--- config.mk ---
export PLATFORM = sky130hd
export DESIGN_NAME = mem_stage_lsu
export DESIGN_NICKNAME = d
export VERILOG_FILES = /design/src/rtl/mem_stage_lsu.sv
export SDC_FILE = /design/constraint.sdc
export NUM_CORES = 1
export LEC_CHECK = 0
export CAP_MARGIN = 20
export CORE_MARGIN = 4
export CORE_UTILIZATION = 50
export DETAILED_ROUTE_END_ITERATION = 8
export GPL_TIMING_DRIVEN = 0
export PLACE_DENSITY = 0.95
export SYNTH_ARGS = -nofsm -noshare
export SYNTH_HDL_FRONTEND = slang
export SYNTH_SLANG_ARGS = --single-unit
--- constraint.sdc ---
create_clock -name i_clk -period 4.05 [get_ports i_clk]
set_input_delay 0.81 -clock i_clk [delete_from_list [all_inputs] [get_ports i_clk]]
set_output_delay 0.81 -clock i_clk [all_outputs]
set_load 0.02 [all_outputs]
--- src/rtl/mem_stage_lsu.sv ---
// Load/store unit for the MEM stage. Sequences one load/store per handshake
// against a word-wide data memory with combinational read data. Byte stores
// use a read-modify-write: the word is read, the byte is merged, then written.
// Memory layout is big-endian: the even byte sits in [15:8], the odd byte in [7:0].
module mem_stage_lsu #(
    parameter int DATA_W    = 16,
    parameter int ADDR_W    = 16,
    parameter int MEM_BYTES = 16
) (
    input  logic              i_clk,
    input  logic              i_rst_n,
    input  logic              i_req_valid,
    output logic              o_req_ready,
    input  logic [1:0]        i_req_op,
    input  logic              i_req_sext,
    input  logic [ADDR_W-1:0] i_req_addr,
    input  logic [DATA_W-1:0] i_req_wdata,
    input  logic [2:0]        i_req_rd,
    output logic              o_mem_write_enable,
    output logic              o_mem_read_enable,
    output logic [ADDR_W-1:0] o_mem_address,
    output logic [DATA_W-1:0] o_mem_data_out,
    input  logic [DATA_W-1:0] i_mem_data_in,
    output logic              o_wb_valid,
    output logic              o_wb_we,
    output logic [DATA_W-1:0] o_wb_data,
    output logic [2:0]        o_wb_rd,
    output logic              o_fault,
    output logic [ADDR_W-1:0] o_fault_addr
);

    typedef enum logic [1:0] {
        OP_LW = 2'b00,
        OP_SW = 2'b01,
        OP_LB = 2'b10,
        OP_SB = 2'b11
    } op_t;

    typedef enum logic [1:0] {
        S_IDLE,
        S_ACCESS,
        S_RMW_WR,
        S_FAULT
    } state_t;

    localparam logic [ADDR_W-1:0] MAX_WB = ADDR_W'(MEM_BYTES - 2);

    state_t            state_q, state_d;
    op_t               op_q, op_d;
    logic              sext_q, sext_d;
    logic [ADDR_W-1:0] addr_q, addr_d;
    logic [DATA_W-1:0] wdata_q, wdata_d;
    logic [2:0]        rd_q, rd_d;
    logic [DATA_W-1:0] merged_q, merged_d;
    logic [ADDR_W-1:0] mem_addr_q, mem_addr_d;
    logic              wb_valid_q, wb_valid_d;
    logic              wb_we_q, wb_we_d;
    logic [DATA_W-1:0] wb_data_q, wb_data_d;
    logic [2:0]        wb_rd_q, wb_rd_d;
    logic [ADDR_W-1:0] fault_addr_q, fault_addr_d;

    logic [ADDR_W-1:0] req_wb;
    logic              req_illegal;
    logic [7:0]        sel_byte;
    logic [DATA_W-1:0] lb_result;
    logic [DATA_W-1:0] merge_word;

    // Request decode: word base and legality check at accept time
    always_comb begin
        req_wb      = {i_req_addr[ADDR_W-1:1], 1'b0};
        req_illegal = (((op_t'(i_req_op) == OP_LW) || (op_t'(i_req_op) == OP_SW)) && i_req_addr[0])
                      || (req_wb > MAX_WB);
    end

    // Byte lane select, load extension and byte-store merge from memory read data
    always_comb begin
        sel_byte   = addr_q[0] ? i_mem_data_in[7:0] : i_mem_data_in[DATA_W-1:DATA_W-8];
        lb_result  = {{(DATA_W-8){sext_q & sel_byte[7]}}, sel_byte};
        merge_word = addr_q[0] ? {i_mem_data_in[DATA_W-1:8], wdata_q[7:0]}
                               : {wdata_q[7:0], i_mem_data_in[DATA_W-9:0]};
    end

    // State and datapath registers
    always_ff @(posedge i_clk or negedge i_rst_n) begin
        if (!i_rst_n) begin
            state_q      <= S_IDLE;
            op_q         <= OP_LW;
            sext_q       <= 1'b0;
            addr_q       <= '0;
            wdata_q      <= '0;
            rd_q         <= '0;
            merged_q     <= '0;
            mem_addr_q   <= '0;
            wb_valid_q   <= 1'b0;
            wb_we_q      <= 1'b0;
            wb_data_q    <= '0;
            wb_rd_q      <= '0;
            fault_addr_q <= '0;
        end else begin
            state_q      <= state_d;
            op_q         <= op_d;
            sext_q       <= sext_d;
            addr_q       <= addr_d;
            wdata_q      <= wdata_d;
            rd_q         <= rd_d;
            merged_q     <= merged_d;
            mem_addr_q   <= mem_addr_d;
            wb_valid_q   <= wb_valid_d;
            wb_we_q      <= wb_we_d;
            wb_data_q    <= wb_data_d;
            wb_rd_q      <= wb_rd_d;
            fault_addr_q <= fault_addr_d;
        end
    end

    // Next-state and register updates for the access sequence
    always_comb begin
        state_d      = state_q;
        op_d         = op_q;
        sext_d       = sext_q;
        addr_d       = addr_q;
        wdata_d      = wdata_q;
        rd_d         = rd_q;
        merged_d     = merged_q;
        mem_addr_d   = mem_addr_q;
        wb_valid_d   = 1'b0;
        wb_we_d      = wb_we_q;
        wb_data_d    = wb_data_q;
        wb_rd_d      = wb_rd_q;
        fault_addr_d = fault_addr_q;

        unique case (state_q)
            S_IDLE: begin
                if (i_req_valid) begin
                    op_d    = op_t'(i_req_op);
                    sext_d  = i_req_sext;
                    addr_d  = i_req_addr;
                    wdata_d = i_req_wdata;
                    rd_d    = i_req_rd;
                    if (req_illegal) begin
                        state_d      = S_FAULT;
                        fault_addr_d = i_req_addr;
                    end else begin
                        // memory address only moves for accesses that actually happen
                        state_d    = S_ACCESS;
                        mem_addr_d = req_wb;
                    end
                end
            end
            S_ACCESS: begin
                unique case (op_q)
                    OP_LW, OP_LB: begin
                        state_d    = S_IDLE;
                        wb_valid_d = 1'b1;
                        wb_we_d    = 1'b1;
                        wb_data_d  = (op_q == OP_LW) ? i_mem_data_in : lb_result;
                        wb_rd_d    = rd_q;
                    end
                    OP_SW: begin
                        state_d    = S_IDLE;
                        wb_valid_d = 1'b1;
                        wb_we_d    = 1'b0;
                        wb_data_d  = '0;
                        wb_rd_d    = rd_q;
                    end
                    OP_SB: begin
                        state_d  = S_RMW_WR;
                        merged_d = merge_word;
                    end
                    default: state_d = S_IDLE;
                endcase
            end
            S_RMW_WR: begin
                state_d    = S_IDLE;
                wb_valid_d = 1'b1;
                wb_we_d    = 1'b0;
                wb_data_d  = '0;
                wb_rd_d    = rd_q;
            end
            S_FAULT: state_d = S_IDLE;
            default: state_d = S_IDLE;
        endcase
    end

    // Memory strobes decoded from state so reset removes them immediately
    always_comb begin
        o_mem_read_enable  = (state_q == S_ACCESS) && (op_q != OP_SW);
        o_mem_write_enable = ((state_q == S_ACCESS) && (op_q == OP_SW)) || (state_q == S_RMW_WR);
        o_mem_data_out     = '0;
        if ((state_q == S_ACCESS) && (op_q == OP_SW)) begin
            o_mem_data_out = wdata_q;
        end else if (state_q == S_RMW_WR) begin
            o_mem_data_out = merged_q;
        end
        o_mem_address = mem_addr_q;
        o_req_ready   = (state_q == S_IDLE);
        o_fault       = (state_q == S_FAULT);
        o_fault_addr  = fault_addr_q;
        o_wb_valid    = wb_valid_q;
        o_wb_we       = wb_we_q;
        o_wb_data     = wb_data_q;
        o_wb_rd       = wb_rd_q;
    end

endmodule

* Word level (Yosys, flattened, before mapping)
Cells that the tools add are included.
** Storage, ports and cells
- Register bits after elaboration :: 93
- Input port bits :: 57
- ROM bits :: 0
- Output and inout bits :: 73
- Bits in latches :: 0
- Memories kept :: 0
- RAM bits :: 0
** Cells by class
- Reduce and logical (&&, ||, !) cells :: 19
- Add/sub/neg operators :: 0
- Bitwise operators :: 2
- Shift operators :: 0
- Multipliers :: 0
- Eq/ne operators :: 11
- Muxes and demuxes :: 17
- Divide/modulo/power cells :: 0
- Magnitude comparators :: 1
** Operators with widths (count)
- 16-bit 2-to-1 mux :: 4
- 16-bit one-hot mux with 2 select lines :: 2
- 16-bit by 4-bit > comparator with 1-bit output, second input constant :: 1
- 2-bit equality test, second input constant :: 4
- 8-bit 2-to-1 mux :: 1
- 2-bit AND reduction :: 4
- 2-bit by 1-bit equality test with 1-bit output, second input constant :: 3
- 2-bit logical NOT :: 3
- 1-bit one-hot mux with 2 select lines :: 3
- 2-bit one-hot mux with 3 select lines :: 1
- 3-bit one-hot mux with 2 select lines :: 1
- 3-bit AND reduction :: 2
- 2-bit 2-to-1 mux :: 2
- 2-bit != test, second input constant :: 2
- 2-bit one-hot mux with 2 select lines :: 1
- 2-bit OR reduction :: 2
- 1-bit logical AND :: 3
- 1-bit logical OR :: 3
- 3-bit 2-to-1 mux :: 1
- 3-bit by 1-bit != test with 1-bit output, second input constant :: 1
- 3-bit OR reduction :: 1
- 2-bit by 1-bit != test with 1-bit output, second input constant :: 1
- 2-bit nonzero test :: 1
- 1-bit AND :: 1
- 2 further kinds :: 2

* Depth between registers and ports, before layout
- Word-level depth :: 7
- Gate-level depth with buffers :: 7
- Depth with buffers taken out :: 6

* Worst setup path after synthesis
OpenSTA, ideal clock, no wires.
- Path type :: register to output
- Start :: register state_q[1]
- End :: output o_mem_data_out[10]
- Stages on the path, launching flop included :: 8
- Setup slack :: 1.666 ns
- Arrival :: 1.574 ns
- Path buffers :: 2
- Required time :: 3.240 ns
- Cells stage by stage :: dfrtp_1 > inv_1 > ha_1 > and3_1 > clkbuf_1 > clkbuf_1 > nand2_1 > nand2_1
** On the way
- Word-level cells in the longest chain between the ends :: 3
** Ends and longest elaborated chain
- from (decl) :: RTL line 48 : state_t state_q, state_d;
- from (signal assigned) :: RTL line 100 : state_q <= state_d;
- 2-bit equality test or 2-bit by 1-bit equality test with 1-bit output (tied branches) :: RTL line 192, 190
- 16-bit 2-to-1 mux or 1-bit logical AND (tied branches) :: RTL line 192, 190
- 16-bit 2-to-1 mux (*) :: RTL line 190 : if ((state_q == S_ACCESS) && (op_q == OP_SW)) begin
- to (decl) :: RTL line 22 : output logic [DATA_W-1:0] o_mem_data_out,
Every way passes the cells marked *; elsewhere a longest branch is shown, timed or not.

* Worst setup path after layout
Ends and elaborated chain as after synthesis.

==> results.yml <==
yosys:
  synth.top_cell.area_share_pct: 57.32
  async_reset_ff_share_pct: 100.0
  ys_seq_elements: 93
  synth_top_family_by_area: "simple AND/OR/NAND/NOR gates"
  synth_area_leader_cell: "dfrtp_1"
  yosys_warnings: 0
  seq_area_frac_synth_pct: 57.32
  synth.cells.most_frequent: "nand2_1, dfrtp_1, o21ai_0"
  synth-simple-area-share_pct: 20.03
  syn_inst: 404
  synth_flop_cell: "dfrtp_1"
  synth_fa_ha_area_share_pct: 1.233
  synth_edf_count: 0
  avgSynthCellArea_um2: 10.05
  synth_area_um2: 4060
  synthMuxAreaShare_pct: 8.444
  synth_compound_area_share_pct: 9.707
  syn_nets: 465
  ys_types: 37
  synth-xor-area-share_pct: 0
  yosysMostFrequentCell: "nand2_1"
  yosys-top-cells-area: "dfrtp_1, nand2_1, mux2i_1, o21ai_0, a22o_1"
routing:
  routed_wl_mm: 11.36
  wire_per_inst_um: 17.45
  drt_iter0_drc: 215
  drtPass1Iterations: 4
  drc: 0
  ant_nets: 0
  vias: 3509
  avgViaCountPerCell: 5.390
critical_path:
  critical-path-slowest-cell: "clkdlybuf4s50_1"
  cp.arrival_ns: 2.94
  critPathMaxStageDelay_ns: 0.61
  crit_chain: "inv_1 -> ha_1 -> and3_1 -> clkbuf_1 -> clkbuf_1 -> nand2_1 -> nand2_1 -> clkdlybuf4s50_1"
  critical_path_class: "flop to primary output"
  required_ns: 3.24
  critPathLaunchType: "flop"
  critPathMaxFanout: 10
  crit_path_end_kind: "primary output"
clock_network:
  post_cts_resized: 0
  ctsHoldBuffers: 0
  clock_latency_ns: 0.37
  clockBufferDepth: 2
  cts_max_level: 3
  cts_sinks: 93
  cts_tree: "built"
  cts_buffers: 9
  cts_setup_buffers: 0
  root_buffer: "clkbuf_8"
  clkTransAtPathRegs_ns: 0.09
timing:
  fmax_ghz: 0.2666
  finalHoldViolations: 0
  finalCritPeriodShare_pct: 92.62
  fin_skew_ns: 0.004656
  slew_headroom_pct: 62.15
  slew_viol_final: 0
  period_needed_ns: 3.751
  rsz0062_at_grt: "false"
  setup_tns_ns: 0
  tightest_slew_ns: 0.5678
  setup_violations: 0
grt:
  antenna_found_initial: 0
  grt_pass1_vias: 3715
  grt_max_degree: 52
  grtUsageTotal_pct: 24.01
  grt_pass1_wl_mm: 18.41
  overflow: 0
power:
  total_power_mw: 4.181
  power_leakage_nw: 2.691
  ir_drop_mv: 0.3543
  powerDensity_nw_per_um2: 733.4
placed_design:
  gp_congestion: 0.9093
  hpwl_mm: 8.672
  port_buffers: 128
  place_inst: 635
floorplanning:
  die_area_um2: 9626
  num_rows: 32
  start_util_pct: 52.00
  die_w_um: 98.11
  pin_count: 130
  fp.coreArea_um2: 7807
  die_h_um: 98.11
final_layout:
  fill_cells: 526
  syn_to_final_growth_pct: 40.40
  drive_gt1_share_pct: 7.650
  final_cells: 651
  regArea_um2: 2327
  multi_input_area_um2: 1604
  final_nets: 605
  diodes: 0
outcome:
  status: "completed"
hold_path:
  hold_class: "input pin to asynchronous set/reset pin"
run:
  maxCapViolations: 0
## final timing paths
kind / from / cells past startpoint / slack [ns] / end
setup / recovery: state_q[1] / 8 / 0.30 / o_mem_data_out[10]
hold / removal: i_rst_n / 1 / 0.43 / o_wb_data[13]
setup reg to reg: state_q[1] / 7 / 2.05 / o_wb_data[7]
hold reg to reg: sext_q / 2 / 0.49 / sext_q
max in group asynchronous: i_rst_n / 2 / 2.98 / o_fault_addr[11]
min in group i_clk: sext_q / 2 / 0.49 / sext_q
## layout make-up
cell class / count / share of cell area, %
clock buffers: 9 / 2.173
repair buffers: 129 / 22.91
clock inverters: 7 / 1.449
plain buffers: 25 / 2.063
flip-flops and latches: 93 / 40.83
inverters: 3 / 0.1975
multi-input cells: 283 / 28.14
well taps: 102 / 2.239
## cells by family (layout without fill, tap and decap cells)
family,count (synthesis),count (layout)
other,1,1
flip-flops,93,93
multiplexers,33,33
AND/OR/NAND/NOR,182,182
buffers and inverters,28,173
AO/OA/AOI/OAI,63,63
adder cells (fa/ha/maj),4,4
## worst max-delay path: cells and delay by family (launching register included)
kind                     cells  cell delay, ns
adder cells (fa/ha/maj)      1            0.28
buffers and inverters        4            1.44
AND/OR/NAND/NOR              3            0.45
flip-flops                   1            0.42
## layout by cell type (no fill, tap or decap), types with 2 or more instances in the layout
master           netlist  routed
a21oi_1                9       9
nand2_1              138     138
o21a_1                 2       2
clkdlybuf4s50_1        0     127
mux2i_1               23      23
buf_4                  4       5
inv_6                  0       2
ha_1                   4       4
clkinvlp_4             0       2
nor4_2                 2       2
dfrtp_1               93      93
a22o_1                12      12
buf_2                  7       7
nor2b_1               14      14
clkbuf_8               0       9
mux2_1                 4       4
clkbuf_1              11      11
o21ai_0               32      32
nand3_1               18      18
mux2_2                 6       6
buf_1                  3       3
inv_1                  3       3
## per-stage QoR
step                      utilization, %  worst slack (ns)  instance area [µm²]  hold WS, ns
after detailed placement           70.37            0.7928                 5494       0.4619
final                              73.01            0.2988                 5700       0.4282
after global routing               73.01            0.2053                 5700       0.4732
after global placement             70.05            -1.020                 5469       0.4523
after CTS                          73.01            0.3286                 5700       0.4402
after floorplan                        -             1.666                 4060       0.4379
## report_power, final
part           leakage, nW  switching, mW  internal (mW)
Clock               0.0984          0.352          0.295
Sequential            1.18          0.233           1.29
Combinational         1.41           1.12          0.891
Total                 2.69           1.70           2.48
## registers in the layout, indices dropped and copies added (netlist names)
register       cells
addr_q             1
merged_q          16
o_fault_addr      16
o_mem_address     15
o_wb_data         16
o_wb_rd            3
o_wb_valid         1
o_wb_we            1
op_q               2
rd_q               3
sext_q             1
state_q            2
wdata_q           16
## layer usage
| metal | GRT usage (%) | routed length [µm] | up-vias |
|---|---|---|---|
| li1 | - | - | 1617 |
| met1 | 28.26 | 4396 | 1709 |
| met2 | 41.20 | 5624 | 167 |
| met3 | 8.429 | 1183 | 16 |
| met4 | 7.668 | 156 | 0 |
| met5 | 0 | 0 | - |
Power figures use the tool's default switching activity.
